**src/rtl/simplebus_arbiter.sv**
```systemverilog
// Round-robin leader arbiter for the 8-bit multiplexed simple bus.
// Runs the winner's read/write through the address-high, address-low and data phases.
module simplebus_arbiter #(
    parameter int unsigned N       = 2,
    parameter int unsigned TIMEOUT = 16,
    parameter int unsigned IDXW    = (N > 1) ? $clog2(N) : 1
) (
    input  logic              clock,
    input  logic              resetN,
    input  logic [N-1:0]      req,
    input  logic [N-1:0]      we,
    input  logic [16*N-1:0]   addr,
    input  logic [8*N-1:0]    wdata,
    output logic [N-1:0]      gnt,
    output logic [N-1:0]      done,
    output logic [7:0]        rdata,
    output logic              err,
    output logic              bus_start,
    output logic              bus_read,
    output logic [7:0]        bus_address,
    output logic              bus_addr_oe,
    output logic [7:0]        bus_data_out,
    output logic              bus_data_oe,
    input  logic [7:0]        bus_data_in,
    output logic              bus_dv_out,
    output logic              bus_dv_oe,
    input  logic              bus_dv_in
);

    localparam int unsigned CNTW = (TIMEOUT > 2) ? $clog2(TIMEOUT) : 1;
    localparam logic [CNTW-1:0] CNT_LAST = CNTW'((TIMEOUT == 0) ? 0 : TIMEOUT - 1);
    localparam logic [N-1:0] ONE = {{(N-1){1'b0}}, 1'b1};

    typedef enum logic [2:0] {
        StIdle,
        StAhi,
        StAlo,
        StWdat,
        StRwait
    } state_e;

    state_e            r_state;
    logic [IDXW-1:0]   r_rr_ptr;
    logic [IDXW-1:0]   r_idx;
    logic              r_we;
    logic [15:0]       r_addr;
    logic [7:0]        r_wdata;
    logic [N-1:0]      r_gnt;
    logic [N-1:0]      r_done;
    logic              r_err;
    logic [7:0]        r_rdata;
    logic [CNTW-1:0]   r_cnt;

    state_e            w_state_nxt;
    logic [IDXW-1:0]   w_rr_nxt;
    logic [IDXW-1:0]   w_idx_nxt;
    logic              w_we_nxt;
    logic [15:0]       w_addr_nxt;
    logic [7:0]        w_wdata_nxt;
    logic [N-1:0]      w_gnt_nxt;
    logic [N-1:0]      w_done_nxt;
    logic              w_err_nxt;
    logic [7:0]        w_rdata_nxt;
    logic [CNTW-1:0]   w_cnt_nxt;

    logic              w_found;
    logic [IDXW-1:0]   w_pick;
    int                w_cand;
    logic [15:0]       w_addr_sel;
    logic [7:0]        w_wdata_sel;
    logic              w_we_sel;

    // Round-robin search starting just after the last winner, wrapping modulo N.
    always_comb begin
        w_found = 1'b0;
        w_pick  = '0;
        w_cand  = 0;
        for (int k = 1; k <= int'(N); k++) begin
            w_cand = (int'(r_rr_ptr) + k) % int'(N);
            if (!w_found && req[IDXW'(w_cand)]) begin
                w_found = 1'b1;
                w_pick  = IDXW'(w_cand);
            end
        end
    end

    always_comb begin
        w_addr_sel  = '0;
        w_wdata_sel = '0;
        for (int i = 0; i < int'(N); i++) begin
            if (w_pick == IDXW'(i)) begin
                w_addr_sel  = addr[16*i +: 16];
                w_wdata_sel = wdata[8*i +: 8];
            end
        end
        w_we_sel = we[w_pick];
    end

    always_comb begin
        w_state_nxt = r_state;
        w_rr_nxt    = r_rr_ptr;
        w_idx_nxt   = r_idx;
        w_we_nxt    = r_we;
        w_addr_nxt  = r_addr;
        w_wdata_nxt = r_wdata;
        w_gnt_nxt   = '0;
        w_done_nxt  = '0;
        w_err_nxt   = 1'b0;
        w_rdata_nxt = r_rdata;
        w_cnt_nxt   = '0;
        unique case (r_state)
            StIdle: begin
                // The done cycle is never an accept cycle, forcing bus turnaround.
                if (w_found && (r_done == '0)) begin
                    w_idx_nxt   = w_pick;
                    w_rr_nxt    = w_pick;
                    w_we_nxt    = w_we_sel;
                    w_addr_nxt  = w_addr_sel;
                    w_wdata_nxt = w_wdata_sel;
                    w_gnt_nxt   = ONE << w_pick;
                    w_state_nxt = StAhi;
                end
            end
            StAhi: w_state_nxt = StAlo;
            StAlo: w_state_nxt = r_we ? StWdat : StRwait;
            StWdat: begin
                w_done_nxt  = ONE << r_idx;
                w_state_nxt = StIdle;
            end
            StRwait: begin
                if (bus_dv_in) begin
                    w_rdata_nxt = bus_data_in;
                    w_done_nxt  = ONE << r_idx;
                    w_state_nxt = StIdle;
                end else if ((TIMEOUT != 0) && (r_cnt == CNT_LAST)) begin
                    w_done_nxt  = ONE << r_idx;
                    w_err_nxt   = 1'b1;
                    w_state_nxt = StIdle;
                end else begin
                    w_cnt_nxt = r_cnt + 1'b1;
                end
            end
            default: w_state_nxt = StIdle;
        endcase
    end

    always_ff @(posedge clock or negedge resetN) begin
        if (!resetN) begin
            r_state  <= StIdle;
            r_rr_ptr <= IDXW'(N - 1);
            r_idx    <= '0;
            r_we     <= 1'b0;
            r_addr   <= '0;
            r_wdata  <= '0;
            r_gnt    <= '0;
            r_done   <= '0;
            r_err    <= 1'b0;
            r_rdata  <= '0;
            r_cnt    <= '0;
        end else begin
            r_state  <= w_state_nxt;
            r_rr_ptr <= w_rr_nxt;
            r_idx    <= w_idx_nxt;
            r_we     <= w_we_nxt;
            r_addr   <= w_addr_nxt;
            r_wdata  <= w_wdata_nxt;
            r_gnt    <= w_gnt_nxt;
            r_done   <= w_done_nxt;
            r_err    <= w_err_nxt;
            r_rdata  <= w_rdata_nxt;
            r_cnt    <= w_cnt_nxt;
        end
    end

    // Bus phase outputs decode only from registered state, never from req.
    always_comb begin
        bus_start    = 1'b0;
        bus_read     = 1'b0;
        bus_address  = '0;
        bus_addr_oe  = 1'b0;
        bus_data_out = '0;
        bus_data_oe  = 1'b0;
        bus_dv_out   = 1'b0;
        bus_dv_oe    = 1'b0;
        case (r_state)
            StAhi: begin
                bus_start   = 1'b1;
                bus_addr_oe = 1'b1;
                bus_address = r_addr[15:8];
            end
            StAlo: begin
                bus_addr_oe = 1'b1;
                bus_address = r_addr[7:0];
                bus_read    = ~r_we;
            end
            StWdat: begin
                bus_data_oe  = 1'b1;
                bus_data_out = r_wdata;
                bus_dv_oe    = 1'b1;
                bus_dv_out   = 1'b1;
            end
            default: ;
        endcase
    end

    assign gnt   = r_gnt;
    assign done  = r_done;
    assign err   = r_err;
    assign rdata = r_rdata;

endmodule
```
**config.mk**
```make
export PLATFORM = sky130hd
export DESIGN_NAME = simplebus_arbiter
export DESIGN_NICKNAME = d
export VERILOG_FILES = /design/src/rtl/simplebus_arbiter.sv
export SDC_FILE = /design/constraint.sdc
export NUM_CORES = 1
export LEC_CHECK = 0
export CAP_MARGIN = 0
export CORE_ASPECT_RATIO = 1.25
export CORE_UTILIZATION = 40
export DETAILED_ROUTE_END_ITERATION = 8
export HOLD_SLACK_MARGIN = 0.15
export PLACE_DENSITY = 0.74
export SYNTH_ARGS = -nofsm -noshare
export SYNTH_HDL_FRONTEND = slang
export SYNTH_SLANG_ARGS = --single-unit
```
**constraint.sdc**
```tcl
create_clock -name clock -period 2.8 [get_ports clock]
set_input_delay 0.28 -clock clock [delete_from_list [all_inputs] [get_ports clock]]
set_output_delay 0.28 -clock clock [all_outputs]
set_load 0.05 [all_outputs]
```
==> flow_metrics.py, run 1 <==
metrics = {
    "cells_and_area": {
        "fillers": 505,
        "diodes": 0,
        "multi_input_area_um2": 1200,
        "final_nets": 340,
        "layout_common_cells": "clkdlybuf4s50_1, dfrtp_1, mux2_4",
        "final_common_cell": "clkdlybuf4s50_1",
        "drive_gt1_share_pct": 30.7,
        "finish.utilization_pct": 60.3,
        "regArea_um2": 1180,
        "syn2layout_area_growth_pct": 42.0,
    },
    "drt": {
        "drt-pass1-iter-count": 4,
        "vias_per_cell": 4.80,
        "wl_mm": 4.90,
        "wl_per_cell_um": 13.7,
        "ant_nets": 0,
        "drt_iter0_markers": 66,
        "num_vias": 1723,
        "drc": 0,
    },
    "grt": {
        "grt_antenna_before_repair": 0,
        "grt_pass1_vias": 1705,
        "grt_start_max_net_pins": 48,
        "grt_overflow": 0,
        "grt_first_pass_wirelength_mm": 8.11,
        "gr-usage-all-layers_pct": 16.2,
    },
    "place": {
        "portBuffers": 96,
        "dp_hpwl_mm": 3.56,
        "pre_cts_ws_ns": 0.561,
        "globalplace.congestion": 0.750,
    },
    "die": {
        "die-area_um2": 6580,
        "rows": 31,
        "start_util_pct": 42.4,
        "coreArea_um2": 5900,
        "io_pins": 98,
        "die_w_um": 72.7,
        "die_h_um": 90.4,
    },
    "setup_path": {
        "cp-end-kind": "output pin",
        "path_cells": "and3b_1 -> and2_1 -> clkdlybuf4s50_1",
        "slowest_delay_ns": 0.80,
        "cp.required_ns": 2.52,
        "arrival_ns": 2.25,
        "cp_num_buf_inv": 1,
        "rr_worst_depth": 4,
        "cp-start-kind": "flop",
        "worstReg2RegEnd": "r_addr[10]",
        "r2r_start": "r_state[1]",
        "r2r_setup_slack_ns": 0.76,
        "critical_path_class": "reg -> out",
        "slowest_stage": "clkdlybuf4s50_1",
        "critPathMaxFanout": 12,
        "cp_top_family": "buffers and inverters",
    },
    "timing": {
        "layout_min_cycle_time_ns": 2.53,
        "rsz0062_at_grt": "false",
        "whs_ns": 0.151,
        "max-slew-margin-rel_pct": 32.5,
        "tns_ns": 0,
        "max_freq_mhz": 396,
        "hold_violations": 0,
        "finalSetupViolCount": 0,
        "finClkSkew_ns": 0.00717,
        "maxSlewViolCount": 0,
        "fin_ws_ns": 0.275,
        "worst_pin_slew_ns": 1.01,
        "fin_crit_sh_pct": 90.2,
    },
    "cts": {
        "cts.sinks": 47,
        "cts.path.max_buffers": 2,
        "cts_setup_buffers": 0,
        "insertion_delay_ns": 0.30,
        "cts_tree": "yes",
        "clockRootBuffer": "clkbuf_8",
        "cts_resized": 0,
        "cts_buffers": 5,
        "path_clk_slew_ns": 0.08,
        "h-tree-depth": 2,
        "cts_hold_buf": 0,
    },
    "synth": {
        "syn_nets": 248,
        "synth.avg_cell_area_um2": 13.6,
        "synth.cell_area_um2": 2500,
        "synth_cell_types": 33,
        "ys.warnings.count": 0,
        "yosysSeqAreaShare_pct": 47.1,
        "syn_inst": 184,
        "ys_seq_elements": 47,
    },
    "power": {
        "p_comb_share_pct": 57.5,
        "powerDensity_nw_per_um2": 1060,
        "cellLeakagePower_nw": 1.59,
        "p_clk_share_pct": 11.7,
        "switching_share_pct": 41.2,
        "vdd_drop_max_mv": 0.488,
        "totalPowerFinal_mw": 3.76,
        "seqPwrFrac_pct": 30.9,
        "intPower_mw": 2.21,
        "power.switching_mw": 1.55,
    },
    "run": {
        "drv_cap": 0,
    },
    "status": {
        "outcome": "completed",
    },
    "hold_path": {
        "hold_path_class": "in -> async",
    },
}
[power by group through the flow]
stage | Combinational [mW] | Clock (mW) | Sequential (mW)
finish | 2.16 | 0.438 | 1.16
global route | 2.29 | 0.488 | 1.20
CTS | 2.18 | 0.452 | 1.16
detailed placement | 2.18 | 0 | 1.18
global placement | 2.15 | 0 | 1.17
floorplan | 1.42 | 0 | 1.38
[metrics by stage]
step | cell area, um^2 | instances
2_1_floorplan | 2500 | 184
5_1_grt | 3550 | 359
3_3_place_gp | 3450 | 351
3_5_place_dp | 3450 | 351
6_report | 3550 | 359
4_1_cts | 3550 | 359
[how the worst max path moves through the flow]
| stage | start | endpoint | slack, ns | cells after the start |
|---|---|---|---|---|
| final | r_state[0] | bus_data_out[1] | 0.27 | 3 |
| after global routing | r_state[0] | bus_data_out[1] | 0.15 | 3 |
| after CTS | r_state[0] | bus_data_out[1] | 0.23 | 3 |
| after detailed placement | r_state[0] | bus_data_out[7] | 0.56 | 3 |
| after global placement | r_state[0] | bus_data_out[7] | 0.58 | 3 |
| after floorplan | r_state[2] | bus_data_out[0] | 0.70 | 4 |
[Yosys cell counts]
cell type	instances	share of area (%)
nor3b_1	1	0.30
xor2_1	2	0.70
ha_1	1	0.50
nor2b_1	2	0.50
nand4b_1	1	0.35
dfstp_2	1	1.1
and3_1	1	0.25
buf_6	4	1.8
buf_12	2	1.6
nand3_1	2	0.40
buf_2	2	0.40
and4b_1	1	0.40
mux2_4	38	23
a22oi_1	8	2.4
nor2_1	18	2.7
or2_2	1	0.25
nor3_1	1	0.20
nand3b_1	2	0.60
buf_4	2	0.60
and3b_1	1	0.35
and2b_2	1	0.35
nand2b_1	3	0.75
xnor2_1	1	0.35
mux2_2	20	9.0
a311oi_1	1	0.35
nor4bb_1	1	0.40
mux2i_1	1	0.40
inv_1	3	0.45
clkbuf_1	4	0.60
dfrtp_1	46	46
and2_1	9	2.2
nand2b_4	1	0.55
a21oi_1	2	0.40
[worst register-to-register path, delay by kind of cell, from the launching register on]
family	cells	cell delay [ns]
simple gates	2	0.87
flops	1	0.46
mux	1	0.34
buf+inv	1	0.24
[cell type report]
cell class | count | share of cell area (%)
clock buffers | 8 | 2.82
inverters | 3 | 0.317
multi-input cells | 120 | 33.7
flip-flops and latches | 47 | 33.1
well taps | 82 | 2.89
repair buffers | 99 | 27.2
[layer usage]
| metal | vias up | GRT usage, % | routed length, um |
|---|---|---|---|
| met5 | - | 0 | 0 |
| met4 | 0 | 5.88 | 77 |
| met3 | 5 | 4.46 | 352 |
| met2 | 71 | 26.5 | 2430 |
| met1 | 821 | 20.1 | 2040 |
| li1 | 826 | - | - |
[kinds of logic after synthesis]
logic type	count (synthesis)	share of synthesized area, %
compound gates	11	3.15
xor+xnor	3	1.05
mux	59	32.2
fa+ha+maj	1	0.500
flops	47	47.1
buf+inv	17	5.45
simple gates	46	10.6
[flip-flops by register name, summed over array words and instances (netlist names)]
| signal | count |
|---|---|
| r_idx | 1 |
| rdata | 8 |
| r_we | 1 |
| gnt | 2 |
| r_wdata | 8 |
| r_addr | 16 |
| r_rr_ptr | 1 |
| r_cnt | 4 |
| r_state | 3 |
| err | 1 |
| done | 2 |
No activity file was read; power rests on OpenSTA's default activity.
==> run 2, diff against run 1 <==
- ABC_AREA: not set -> 1
- ABC_CLOCK_PERIOD_IN_PS: not set -> 2800
- MAX_ROUTING_LAYER: not set -> met4
- PLACE_DENSITY: 0.74 -> 0.76
==> run 2 against run 1 <==
Against the previous run:
- the flow now finishes with violations (DRC)
- sequential power fell by 7%
- power fell by 9.6%
- core utilization rose by 0.63 points
- highest routed layer unchanged
==> flow_metrics.py, run 2 <==
metrics = {
    "timing": {
        "finClkSkew_ns": 0.0160,
        "fin_crit_sh_pct": 91.8,
        "worst_pin_slew_ns": 1.01,
        "layout_min_cycle_time_ns": 2.57,
        "max-slew-margin-rel_pct": 32.6,
        "fin_ws_ns": 0.231,
        "rsz0062_at_grt": "false",
        "tns_ns": 0,
        "finalSetupViolCount": 0,
        "hold_violations": 0,
        "max_freq_mhz": 389,
        "maxSlewViolCount": 0,
    },
    "cells_and_area": {
        "multi_input_area_um2": 962,
        "syn2layout_area_growth_pct": 44.0,
        "largest_reg_flops": 16,
        "regMostFlops": "r_addr",
        "stdcell_count": 466,
        "drive_gt1_share_pct": 4.98,
        "layout_common_cells": "nand2_1, clkdlybuf4s50_1, dfrtp_1",
        "final_nets": 465,
        "diodes": 0,
        "fillers": 513,
        "regArea_um2": 1180,
        "final_common_cell": "nand2_1",
    },
    "drt": {
        "wl_per_cell_um": 11.3,
        "wl_mm": 5.27,
        "drt_iter0_markers": 95,
        "drc": 11,
        "num_vias": 2141,
        "drt-pass1-iter-count": 6,
        "vias_per_cell": 4.59,
        "ant_nets": 0,
    },
    "cts": {
        "cts_buffers": 5,
        "cts_tree": "yes",
        "path_clk_slew_ns": 0.09,
        "insertion_delay_ns": 0.30,
        "h-tree-depth": 2,
        "cts.sinks": 47,
        "cts_resized": 0,
        "cts_hold_buf": 0,
        "cts_setup_buffers": 0,
        "cts.path.max_buffers": 2,
        "clockRootBuffer": "clkbuf_8",
    },
    "die": {
        "io_pins": 98,
        "die-area_um2": 6190,
        "start_util_pct": 42.3,
        "rows": 30,
        "die_h_um": 87.7,
        "coreArea_um2": 5560,
        "die_w_um": 70.6,
    },
    "hold_path": {
        "hold_path_class": "in -> async",
    },
    "synth": {
        "synth.cell_area_um2": 2350,
        "netlist.area_leader.share_pct": 49.0,
        "synth_edf_count": 0,
        "synth_cell_types": 25,
        "synth.avg_cell_area_um2": 7.53,
        "synthMostInstantiatedCell": "nand2_1",
        "yosysSeqAreaShare_pct": 50.1,
        "synth.top_cells.by_count": "nand2_1, dfrtp_1, o21ai_0, inv_1, nor2_1",
        "ys_top_cells_by_area": "dfrtp_1, nand2_1, o21ai_0, inv_1, nor2_1",
        "synth_top_cell_by_area": "dfrtp_1",
        "ys.warnings.count": 0,
        "syn_nets": 376,
        "synthArstFlopShare_pct": 100,
        "synth_top_flop_cell": "dfrtp_1",
        "syn_inst": 312,
        "ys_seq_elements": 47,
    },
    "grt": {
        "gr-usage-all-layers_pct": 18.7,
        "grt_pass1_vias": 1970,
        "grt_antenna_before_repair": 0,
        "grt_first_pass_wirelength_mm": 8.79,
        "grt_start_max_net_pins": 48,
        "grt_overflow": 0,
    },
    "power": {
        "cellLeakagePower_nw": 1.65,
        "vdd_drop_max_mv": 0.490,
        "totalPowerFinal_mw": 3.40,
        "powerDensity_nw_per_um2": 1000,
    },
    "setup_path": {
        "cp-end-kind": "output pin",
        "cp.required_ns": 2.52,
        "critical_path_class": "reg -> out",
        "critPathMaxFanout": 12,
        "arrival_ns": 2.29,
        "cp-start-kind": "flop",
    },
    "place": {
        "portBuffers": 96,
        "place_inst": 458,
        "globalplace.congestion": 0.734,
        "dp_hpwl_mm": 3.94,
        "pre_cts_ws_ns": 0.571,
    },
    "status": {
        "outcome": "finished with violations",
        "violations": "DRC",
    },
    "run": {
        "drv_cap": 0,
    },
}
==> run 2: changes by cell type after synthesis, sizes merged, moves of 2 or more <==
cell	change
mux2	-58
nor2b	-2
o21ai	+37
nand3b	-2
a22oi	-8
nand2b	-4
nand2	+151
nand3	+4
nor2	+3
inv	+25
and2	-9
==> run 2: report_power, final <==
part / leakage (nW) / internal [mW] / switching (mW)
sequential: 0.599 / 0.955 / 0.126
clock: 0.0474 / 0.202 / 0.229
combinational: 1.00 / 0.605 / 1.28
==> run 2: path summary, 6_finish.rpt <==
check	start	cells after the start	slack, ns	to
max in group asynchronous	resetN	1	2.02	r_addr[2]
worst max-delay path	r_state[2]	4	0.23	bus_address[2]
worst min register to register	r_idx	1	0.43	done[0]
worst min-delay path	resetN	1	0.14	rdata[6]
worst max register to register	r_rr_ptr	6	1.14	r_addr[2]
min in group clock	r_idx	1	0.43	done[0]
==> run 2: cells by family after synthesis <==
kind of cell / Yosys count / share of synthesized area [%]
DFF: 47 / 50.1
AOI/OAI and AO/OA: 40 / 9.11
and+or+nand+nor: 179 / 30.6
xor gates and xnor gates: 2 / 0.746
buffers and inverters: 43 / 8.95
adders and majority gates: 1 / 0.532
==> run 2: area by class of cell <==
type	count	share of cell area (%)
multi-input combinational	222	28.4
sequential	47	34.8
clock buffer	6	2.44
timing repair buffer	96	28.3
inverter	29	3.22
tap	64	2.37
clock inverter	2	0.481
==> run 2: per-layer routing <==
layer | vias to the layer above | global-route usage [%] | routed length, um
met5 | - | - | 0
met4 | 0 | 7.27 | 45
met3 | 2 | 3.22 | 243
met2 | 54 | 33.3 | 2730
met1 | 959 | 21.0 | 2250
li1 | 1126 | - | -
==> run 2: critical path, stage by stage, from the launching register on <==
cell             delay, ns
dfrtp_1               0.42
inv_2                 0.11
nand3_1               0.30
o21ai_0               0.31
clkdlybuf4s50_1       0.84
==> run 2: through the flow <==
stage	utilization [%]	area (um^2)	hold slack, ns
after floorplan	-	2350	-0.0156
after global placement	59.1	3280	0.403
after detailed placement	59.1	3280	0.410
after CTS	60.9	3380	0.184
after global routing	60.9	3380	0.230
final	60.9	3380	0.139
==> run 3, diff against run 2 <==
- HOLD_SLACK_MARGIN: 0.15 -> 0.12
==> results of run 3 <==
Final layout, timing and power as in run 2 (identical DEF).
